<file path="config.mk">
export PLATFORM = sky130hd
export DESIGN_NAME = video_mode_ctrl
export DESIGN_NICKNAME = d
export VERILOG_FILES = /design/src/rtl/video_mode_ctrl.sv
export SDC_FILE = /design/constraint.sdc
export NUM_CORES = 1
export LEC_CHECK = 0
export CORE_MARGIN = 2
export CORE_UTILIZATION = 42
export DETAILED_ROUTE_END_ITERATION = 10
export PLACE_DENSITY = 0.71
export SLEW_MARGIN = 25
export SYNTH_ARGS = -nofsm -noshare
export SYNTH_HDL_FRONTEND = slang
export SYNTH_SLANG_ARGS = --single-unit
export TNS_END_PERCENT = 20
</file>
<file path="constraint.sdc">
create_clock -name clk -period 1.4 [get_ports clk]
set_clock_uncertainty 0.05 [all_clocks]
set_input_delay 0.21 -clock clk [delete_from_list [all_inputs] [get_ports clk]]
set_output_delay 0.21 -clock clk [all_outputs]
set_load 0.005 [all_outputs]
</file>
<file path="src/rtl/video_mode_ctrl.sv">
// video_mode_ctrl: applies mixer mode changes on vsync boundaries behind a blanked picture.
// Optional vsync watchdog enabled by defining VIDEO_MODE_CTRL_TIMEOUT_EN.
module video_mode_ctrl #(
    parameter int BLANK_FRAMES   = 2,
    parameter int SETTLE_FRAMES  = 3,
    parameter int TIMEOUT_CYCLES = 2**20
) (
    input  logic clk,
    input  logic reset,
    input  logic cfg_valid,
    output logic cfg_ready,
    input  logic cfg_sd_disable,
    input  logic cfg_ypbpr,
    input  logic cfg_ypbpr_full,
    input  logic vsync_i,
    input  logic vsync_p,
    output logic scandoubler_disable,
    output logic ypbpr,
    output logic ypbpr_full,
    output logic blank,
    output logic mode_changed
);
    localparam int CMAX = (BLANK_FRAMES > SETTLE_FRAMES) ? BLANK_FRAMES : SETTLE_FRAMES;
    localparam int CW   = (CMAX > 0) ? $clog2(CMAX + 1) : 1;

    typedef enum logic [1:0] {IDLE, FADE, APPLY, SETTLE} state_t;

    state_t        state_q, state_d;
    logic [CW-1:0] cnt_q, cnt_d;
    logic [2:0]    cur_q, cur_d;
    logic [2:0]    pend_q, pend_d;
    logic [2:0]    req;
    logic          vs_dly_q, vs_dly_d;
    logic          blank_q, blank_d;
    logic          ready_q, ready_d;
    logic          mc_q, mc_d;
    logic          vs_src, vs_edge, tick, accept, waiting, last;

    assign req     = {cfg_sd_disable, cfg_ypbpr, cfg_ypbpr_full};
    assign vs_src  = cur_q[2] ? vsync_i : vsync_p;
    assign vs_edge = vs_src & ~vs_dly_q;
    assign accept  = cfg_valid & ready_q;
    assign waiting = (state_q == FADE) || (state_q == SETTLE);
    assign last    = (cnt_q == '0) || (tick && cnt_q == CW'(1));

`ifdef VIDEO_MODE_CTRL_TIMEOUT_EN
    localparam int WW = (TIMEOUT_CYCLES > 1) ? $clog2(TIMEOUT_CYCLES) : 1;

    logic [WW-1:0] wd_q, wd_d;
    logic          wd_hit;

    // A silent sync source still advances the frame count once per timeout.
    assign wd_hit = waiting && (wd_q == WW'(TIMEOUT_CYCLES - 1));
    assign tick   = vs_edge | wd_hit;

    always_comb begin
        wd_d = wd_q + 1'b1;
        if (!waiting || tick || state_d != state_q)
            wd_d = '0;
    end

    always_ff @(posedge clk) begin
        if (reset)
            wd_q <= '0;
        else
            wd_q <= wd_d;
    end
`else
    assign tick = vs_edge;
`endif

    always_comb begin
        state_d  = state_q;
        cnt_d    = cnt_q;
        cur_d    = cur_q;
        pend_d   = pend_q;
        vs_dly_d = vs_src;
        if (waiting && tick && cnt_q != '0)
            cnt_d = cnt_q - 1'b1;
        unique case (state_q)
            IDLE: begin
                if (accept) begin
                    pend_d = req;
                    cnt_d  = CW'(BLANK_FRAMES);
                    if (req != cur_q)
                        state_d = (BLANK_FRAMES == 0) ? APPLY : FADE;
                end
            end
            FADE: begin
                if (last)
                    state_d = APPLY;
            end
            APPLY: begin
                cur_d = pend_q;
                // Preload the new source so switching cannot fake an edge.
                vs_dly_d = pend_q[2] ? vsync_i : vsync_p;
                cnt_d    = CW'(SETTLE_FRAMES);
                state_d  = (SETTLE_FRAMES == 0) ? IDLE : SETTLE;
            end
            SETTLE: begin
                if (last)
                    state_d = IDLE;
            end
            default: state_d = IDLE;
        endcase
        blank_d = (state_d != IDLE);
        ready_d = (state_d == IDLE);
        mc_d    = (state_d == APPLY);
    end

    always_ff @(posedge clk) begin
        if (reset) begin
            state_q  <= SETTLE;
            cnt_q    <= CW'(SETTLE_FRAMES);
            cur_q    <= '0;
            pend_q   <= '0;
            vs_dly_q <= 1'b0;
            blank_q  <= 1'b1;
            ready_q  <= 1'b0;
            mc_q     <= 1'b0;
        end else begin
            state_q  <= state_d;
            cnt_q    <= cnt_d;
            cur_q    <= cur_d;
            pend_q   <= pend_d;
            vs_dly_q <= vs_dly_d;
            blank_q  <= blank_d;
            ready_q  <= ready_d;
            mc_q     <= mc_d;
        end
    end

    assign scandoubler_disable = cur_q[2];
    assign ypbpr               = cur_q[1];
    assign ypbpr_full          = cur_q[0];
    assign blank               = blank_q;
    assign cfg_ready           = ready_q;
    assign mode_changed        = mc_q;
endmodule
</file>
* Word level (Yosys, flattened, before mapping)
Index checks and enable logic that the tools add are counted.
** Cells by class
- $add $sub $neg :: 1
- Equality and inequality tests :: 6
- Muxes and demuxes :: 11
- Bitwise operators :: 3
- Reductions and logical operators :: 11
** Operator list (count)
- two-way mux 2 bit :: 6
- case mux 2 bit (4 select lines) :: 1
- equality test 2 bit, second input constant :: 3
- logical NOT 2 bit :: 3
- equality test 2 x 1 -> 1 bit, second input constant :: 2
- case mux 2 bit (2 select lines) :: 1
- nonzero test 2 bit :: 2
- logical AND 1 bit :: 3
- two-way mux 1 bit :: 3
- inequality test 3 bit :: 1
- bitwise AND 1 bit :: 2
- logical OR 1 bit :: 2
- AND reduction 2 bit :: 1
- subtractor 2 x 1 -> 2 bit, second input constant :: 1
- NOT 1 bit :: 1
** Storage, ports and cells
- Flip-flop bits (word level) :: 14
- Output and inout bits :: 6
- Word-level logic and storage cells :: 40

* Depth between registers and ports, before layout
Gate-level depths: netlist of run 1.
- Depth after elaboration :: 7
- Depth in mapped cells :: 6

* Worst setup path before layout of run 1
Ideal clock, no wire load.
- Kind :: flip-flop to flip-flop
- Start :: register cnt_q[0]
- End :: register cnt_q[0]
- Data arrival time :: 1284 ps
- Path slack :: -60 ps
- Stages on the path, launching flop included :: 6
- Path buffers :: 0
- Cell sequence :: dfxtp_1 -> inv_1 -> ha_1 -> or4_4 -> xnor2_1 -> o21ai_1
** On the way
- Word-level cells in the longest chain between the ends :: 5
** RTL lines
- from (decl) :: line 29 : logic [CW-1:0] cnt_q, cnt_d;
- from (signal assigned) :: line 114 : cnt_q <= CW'(SETTLE_FRAMES);
- from (signal assigned) :: line 123 : cnt_q <= cnt_d;
- branches (longest 2 deep; another with subtractor 2 x 1 -> 2 bit)
- two-way mux 2 bit * :: line 78 : if (waiting && tick && cnt_q != '0)
- two-way mux 2 bit :: line 82 : if (accept) begin
- case mux 2 bit (2 select lines) * :: line 80 : unique case (state_q)
Every way passes the cells marked *.
A chain may end at the register's enable or synchronous reset.

* Worst setup path after layout of run 1
Ends and elaborated chain as after synthesis.

==> out/metrics.cfg, run 1 <==
[routing]
avgRoutedWirePerCell_um = 12.88
vias = 562
drt_iter0_drc = 7
viasPerCell = 5.109
drt.antenna.violating_nets = 0
first_pass_iters = 4
postRouteWirelength_um = 1417
drc = 0

[placement]
portBuffers = 13
dp_hpwl_um = 1045
pre_cts_ws_ns = -0.2538
gp_congestion = 0.8151
place_inst = 106

[die]
die-area_mm2 = 0.001808
initial_core_util_pct = 46.15
coreArea_mm2 = 0.001350
io_pins = 14
die_y_um = 42.52
num_rows = 13
die_x_um = 42.52

[global_route]
grt_pass1_vias = 540
antenna_found_initial = 0
grt_pass1_wl_um = 2359
grt_remaining_overflow = 0
grt_usage_pct = 18.16
grt_max_degree = 9

[finish]
area_growth_pct = 47.39
final.fill_count = 100
fin_cells = 110
final_util_pct = 68.03
finalNetCount = 106
drive_above_1_share_pct = 29.47
diodes = 0

[worst_setup_path]
slowest_stage = or4_4
r2r-start = cnt_q[0]$_SDFF_PP1_
regToRegSetupSlack_ns = -0.05
critPathLaunchType = flop
worst-setup-path-type = reg2reg
r2r-end = cnt_q[0]$_SDFF_PP1_
rr_worst_depth = 5
worstPathRequired_ns = 1.53
arrival_ns = 1.58
path_delay_family = simple AND/OR/NAND/NOR gates
max_stage_delay_ns = 0.49
crit_start = cnt_q[0]$_SDFF_PP1_
end_kind = flop
path_cells = inv_1 > ha_2 > or4_4 > xnor2_1 > o21ai_1
crit_buf_inv = 1
path_max_fanout = 3

[logic_synthesis]
ys.flop_type = dfxtp_1
synth-edff-count = 0
syn-cell-area_um2 = 623.1
async_reset_ff_share_pct = 0
postSynthNetCount = 78
syn_inst = 68
synth.avg_cell_area_um2 = 9.163
synth_seq_area_share_pct = 44.98
ys_types = 23
synth_warnings = 0
synth-seq-cells = 14

[status]
violations = setup timing
status = finished with violations

[timing]
slew_viol_final = 0
slew_headroom_pct = 72.71
rsz0062_at_grt = true
fin_ws_ns = -0.04858
fmax_mhz = 690.3
tightest_slew_ns = 0.3979
setup_viol = 2
post-route-min-period_ns = 1.449
post-route-period-util_pct = 103.5
hold_viol = 0

[cts]
cts_root_buffer = clkbuf_4
cts_tree = built
clock-sinks = 14
cts_setup_buffers = 0
ctsHtreeMaxLevel = 1
numCtsBuffers = 3
clock_path_buffers = 2
clk_transition_reported_paths_ns = 0.08
postCtsHoldBufs = 0
insertion_delay_ns = 0.28

[pwr]
leakage_nw = 0.4464
power.density_mw_per_mm2 = 1006
ir_drop_v = 0.0007575

[min_path]
worstHoldStart = pend_q[0]$_SDFFE_PP0P_
hold_path.class = reg2reg
min_path_cells = 2
hold_end = pend_q[0]$_SDFFE_PP0P_

[run]
cap_violations = 0

==> registers in the layout (all words and copies together) (netlist names) <==
signal        count
cfg_ready         1
state_q           2
blank             1
cur_q             3
cnt_q             2
pend_q            3
mode_changed      1
vs_dly_q          1
==> cell families (layout without fill, tap and decap cells) <==
group / Yosys count / count (layout) / synth area share (%)
DFF: 14 / 14 / 44.98
adders and majority gates: 2 / 2 / 4.015
AOI/OAI and AO/OA: 16 / 16 / 15.06
buffers and inverters: 6 / 33 / 3.614
muxes: 5 / 5 / 8.032
xor gates and xnor gates: 5 / 5 / 7.028
and+or+nand+nor: 20 / 20 / 17.27
==> final cells by class <==
class	count	area [µm²]	share of cell area (%)
Inverter	4	15.01	1.635
Multi-Input combinational cell	48	341.6	37.19
Sequential cell	14	287.8	31.34
Timing Repair Buffer	25	219.0	23.84
Tap cell	15	18.77	2.044
Clock buffer	4	36.28	3.951
==> repair_timing <==
item	in CTS	in global routing
resized for setup	7	6
endpoints found under the setup margin	5	7
endpoints found under the hold margin	0	0
pin swaps	1	0
==> worst max path at each step <==
| stage | to | depth (start not counted) | slack [ns] |
|---|---|---|---|
| after CTS | cnt_q[1]$_SDFF_PP1_ | 5 | -0.05 |
| after global routing | cnt_q[0]$_SDFF_PP1_ | 5 | -0.11 |
| after global placement | cnt_q[0]$_SDFF_PP1_ | 5 | -0.22 |
| final | cnt_q[0]$_SDFF_PP1_ | 5 | -0.05 |
| after floorplan | cnt_q[0]$_SDFF_PP1_ | 5 | -0.02 |
| after detailed placement | cnt_q[1]$_SDFF_PP1_ | 5 | -0.25 |
==> where the power goes <==
| part | leakage (nW) | switching [W] | internal, W | total [W] |
|---|---|---|---|---|
| Clock | 0.0210 | 0.000133 | 0.000158 | 0.000291 |
| Combinational | 0.310 | 0.0000763 | 0.000112 | 0.000188 |
| Sequential | 0.115 | 0.0000225 | 0.000423 | 0.000445 |
| Total | 0.446 | 0.000231 | 0.000693 | 0.000924 |
==> placed cells by master (no fill, tap or decap), types with 2 or more instances in the layout <==
master	n
dfxtp_2	6
buf_4	12
nand2_1	6
a21oi_1	5
xnor2_1	4
nand3_1	2
mux2i_1	5
o21ai_0	5
dlygate4sd2_1	3
inv_1	3
nor2_1	5
clkdlybuf4s50_1	9
nand2b_1	2
dfxtp_1	8
clkbuf_4	3
==> worst min-delay path, delay by kind of cell, from the launching register on <==
family	cells	cell delay (ns)
DFF	1	0.31
AOI/OAI and AO/OA	2	0.12
==> layer usage <==
layer	track usage [%]	vias to the layer above	wire length [µm]
li1	-	293	-
met1	22.25	253	675
met2	27.69	14	657
met3	7.759	2	71
met4	7.500	0	12
met5	0	-	0
==> through the flow <==
step | area [µm²] | hold WS, ns | TNS (ns) | power [W]
2_1_floorplan | 625.6 | 0.2960 | -0.03100 | 0.0005397
3_5_place_dp | 857.1 | 0.4131 | -1.156 | 0.0006275
4_1_cts | 894.6 | 0.4245 | -0.09232 | 0.0009204
3_3_place_gp | 857.1 | 0.4121 | -0.9749 | 0.0006220
6_report | 918.4 | 0.4260 | -0.09357 | 0.0009241
5_1_grt | 918.4 | 0.4667 | -0.2589 | 0.0009792
==> cell usage after synthesis, drive strengths merged (4+ instances only) <==
master,number,area (µm²)
a21oi,5,25.02
dfxtp,14,280.3
inv,4,15.01
mux2i,5,50.05
nand2,6,22.52
nor2,5,18.77
o21ai,6,30.02
xnor2,5,43.79
Power figures use the tool's default switching activity.
==> run 2, diff against run 1 <==
--- a/constraint.sdc
+++ b/constraint.sdc
@@ -4,2 +4,2 @@
 set_output_delay 0.21 -clock clk [all_outputs]
-set_load 0.005 [all_outputs]
+set_load 0.01 [all_outputs]
==> run 2 against run 1 <==
Compared with the run above:
- the run still ends with setup timing left
- routed wire length up 1.4%
- sequential share of layout area down 0.64 points
- via count rose by 1.8%
- worst hold slack improved by 0.0022 ns
- final cell count rose by 0.91%
- worst setup slack worse by 0.0083 ns
- count of clock-buffer cells in the layout did not move
- critical path type unchanged
- largest cell class unchanged
- largest power group unchanged
==> out/metrics.cfg, run 2 (synthesis results as in run 1) <==
[pwr]
power.switching_fraction_pct = 25.15
ir_drop_v = 0.0007842
seq_power_share_pct = 47.9
leakage_nw = 0.4493
power.total_w = 0.0009230
combPwrFrac_pct = 20.6
p_switching_w = 0.0002322
power.density_mw_per_mm2 = 1006
p_int_w = 0.0006908
clock_power_share_pct = 31.5

[global_route]
grt_max_degree = 9
grt_pass1_vias = 571
antenna_found_initial = 0
grt_usage_pct = 18.58
grt_remaining_overflow = 0
grt_pass1_wl_um = 2442

[timing]
setup_viol = 2
hold_viol = 0
fmax_mhz = 686.4
tightest_slew_ns = 0.3120
slew_headroom_pct = 78.79
rsz0062_at_grt = true
post-route-period-util_pct = 104.1
slew_viol_final = 0
fin_ws_ns = -0.05688
post-route-min-period_ns = 1.457

[routing]
drt_iter0_drc = 7
viasPerCell = 5.153
drt.antenna.violating_nets = 0
avgRoutedWirePerCell_um = 12.95
vias = 572
postRouteWirelength_um = 1437
first_pass_iters = 4
drc = 0

[worst_setup_path]
crit_buf_inv = 1
rr_worst_depth = 4
critPathLaunchType = flop
r2r-start = state_q[0]$_SDFF_PP1_
r2r-end = cnt_q[0]$_SDFF_PP1_
slowest_stage = or4_4
end_kind = flop
worstPathRequired_ns = 1.53
path_cells = inv_2 > or4_4 > xnor2_1 > o21ai_1
regToRegSetupSlack_ns = -0.06
max_stage_delay_ns = 0.56
cp.depth = 4
path_delay_family = simple AND/OR/NAND/NOR gates
path_max_fanout = 7
worst-setup-path-type = reg2reg
arrival_ns = 1.58

[placement]
dp_hpwl_um = 1088
portBuffers = 13
place_inst = 107
gp_congestion = 0.8166
pre_cts_ws_ns = -0.2542

[cts]
clock-sinks = 14
postCtsHoldBufs = 0
insertion_delay_ns = 0.28
clock_path_buffers = 2
ctsHtreeMaxLevel = 1
clk_transition_reported_paths_ns = 0.08
numCtsBuffers = 3
cts_root_buffer = clkbuf_4
cts_tree = built

[status]
violations = setup timing
status = finished with violations

[die]
num_rows = 13
io_pins = 14
die_y_um = 42.52
die-area_mm2 = 0.001808
die_x_um = 42.52
coreArea_mm2 = 0.001350
initial_core_util_pct = 46.15

[min_path]
hold_end = pend_q[2]$_SDFFE_PP0P_
hold_path.class = reg2reg
worstHoldStart = pend_q[2]$_SDFFE_PP0P_
min_path_cells = 2

[finish]
diodes = 0
drive_above_1_share_pct = 25.00
top_regs = cur_q (3), pend_q (3)
final.fill_count = 115
area_growth_pct = 47.19
final_cell_mix = 13 x dfxtp_1, 13 x buf_4, 7 x clkdlybuf4s50_1
finalNetCount = 107
fin_cells = 111

[run]
cap_violations = 0

run 2: cell count changes in the layout (fill, tap and decap cells not counted):
cell and delta:
dlymetal6s2s_1 +1, xnor2_1 +1, clkdlybuf4s50_1 -2, mux2i_2 +1
dlygate4sd2_1 +1, dfxtp_1 +5, mux2i_1 -1, xnor2_2 -1
buf_4 +1, dfxtp_2 -5
run 2: timing repair:
item,in CTS,in global routing
endpoints found under the setup margin,6,8
resized for setup,5,5
buffers inserted,0,0
run 2: worst max-delay path by stage:
stage / slack, ns / from / endpoint
final: -0.06 / state_q[0]$_SDFF_PP1_ / cnt_q[0]$_SDFF_PP1_
after global routing: -0.14 / cnt_q[1]$_SDFF_PP1_ / cnt_q[0]$_SDFF_PP1_
after CTS: -0.04 / cnt_q[1]$_SDFF_PP1_ / cnt_q[0]$_SDFF_PP1_
after detailed placement: -0.25 / vsync_i / cnt_q[0]$_SDFF_PP1_
after global placement: -0.22 / vsync_i / cnt_q[0]$_SDFF_PP1_
after floorplan: -0.02 / cnt_q[0]$_SDFF_PP1_ / cnt_q[0]$_SDFF_PP1_
run 2: area by class of cell:
class	count	area [µm²]	area share, %
clock buffers	4	36.28	3.956
repair buffers	26	227.7	24.83
inverters	4	15.01	1.637
well taps	15	18.77	2.046
flip-flops and latches	14	281.5	30.70
multi-input cells	48	337.8	36.83
run 2: tightest hold or removal path: stages (launching register included):
cell     delay (ns)
dfxtp_1        0.31
o21ai_0        0.07
a21oi_1        0.06
run 2: power by group through the flow:
stage,Clock [W],Combinational (W),Sequential (W)
4_1_cts,0.000296,0.000184,0.000441
6_report,0.000291,0.000190,0.000442
3_3_place_gp,0,0.000181,0.000449
5_1_grt,0.000325,0.000210,0.000445
3_5_place_dp,0,0.000184,0.000449
2_1_floorplan,0,0.0000973,0.000444
run 2: per-stage QoR:
step | util (%) | area, µm² | TNS (ns) | hold WS (ns)
after detailed placement | 64.04 | 864.6 | -1.242 | 0.4119
after CTS | 66.45 | 897.1 | -0.07739 | 0.4237
after global placement | 64.04 | 864.6 | -0.9996 | 0.4119
after global routing | 67.93 | 917.1 | -0.4251 | 0.4630
after floorplan | - | 625.6 | -0.03100 | 0.2960
final | 67.93 | 917.1 | -0.1023 | 0.4282
run 2: per-layer routing:
| metal | part of all wire [%] | up-vias | global-route usage [%] |
|---|---|---|---|
| li1 | - | 295 | - |
| met1 | 41 | 256 | 21.96 |
| met2 | 51 | 19 | 29.85 |
| met3 | 6.8 | 2 | 8.621 |
| met4 | 0.35 | 0 | 5.625 |
| met5 | 0 | - | 0 |
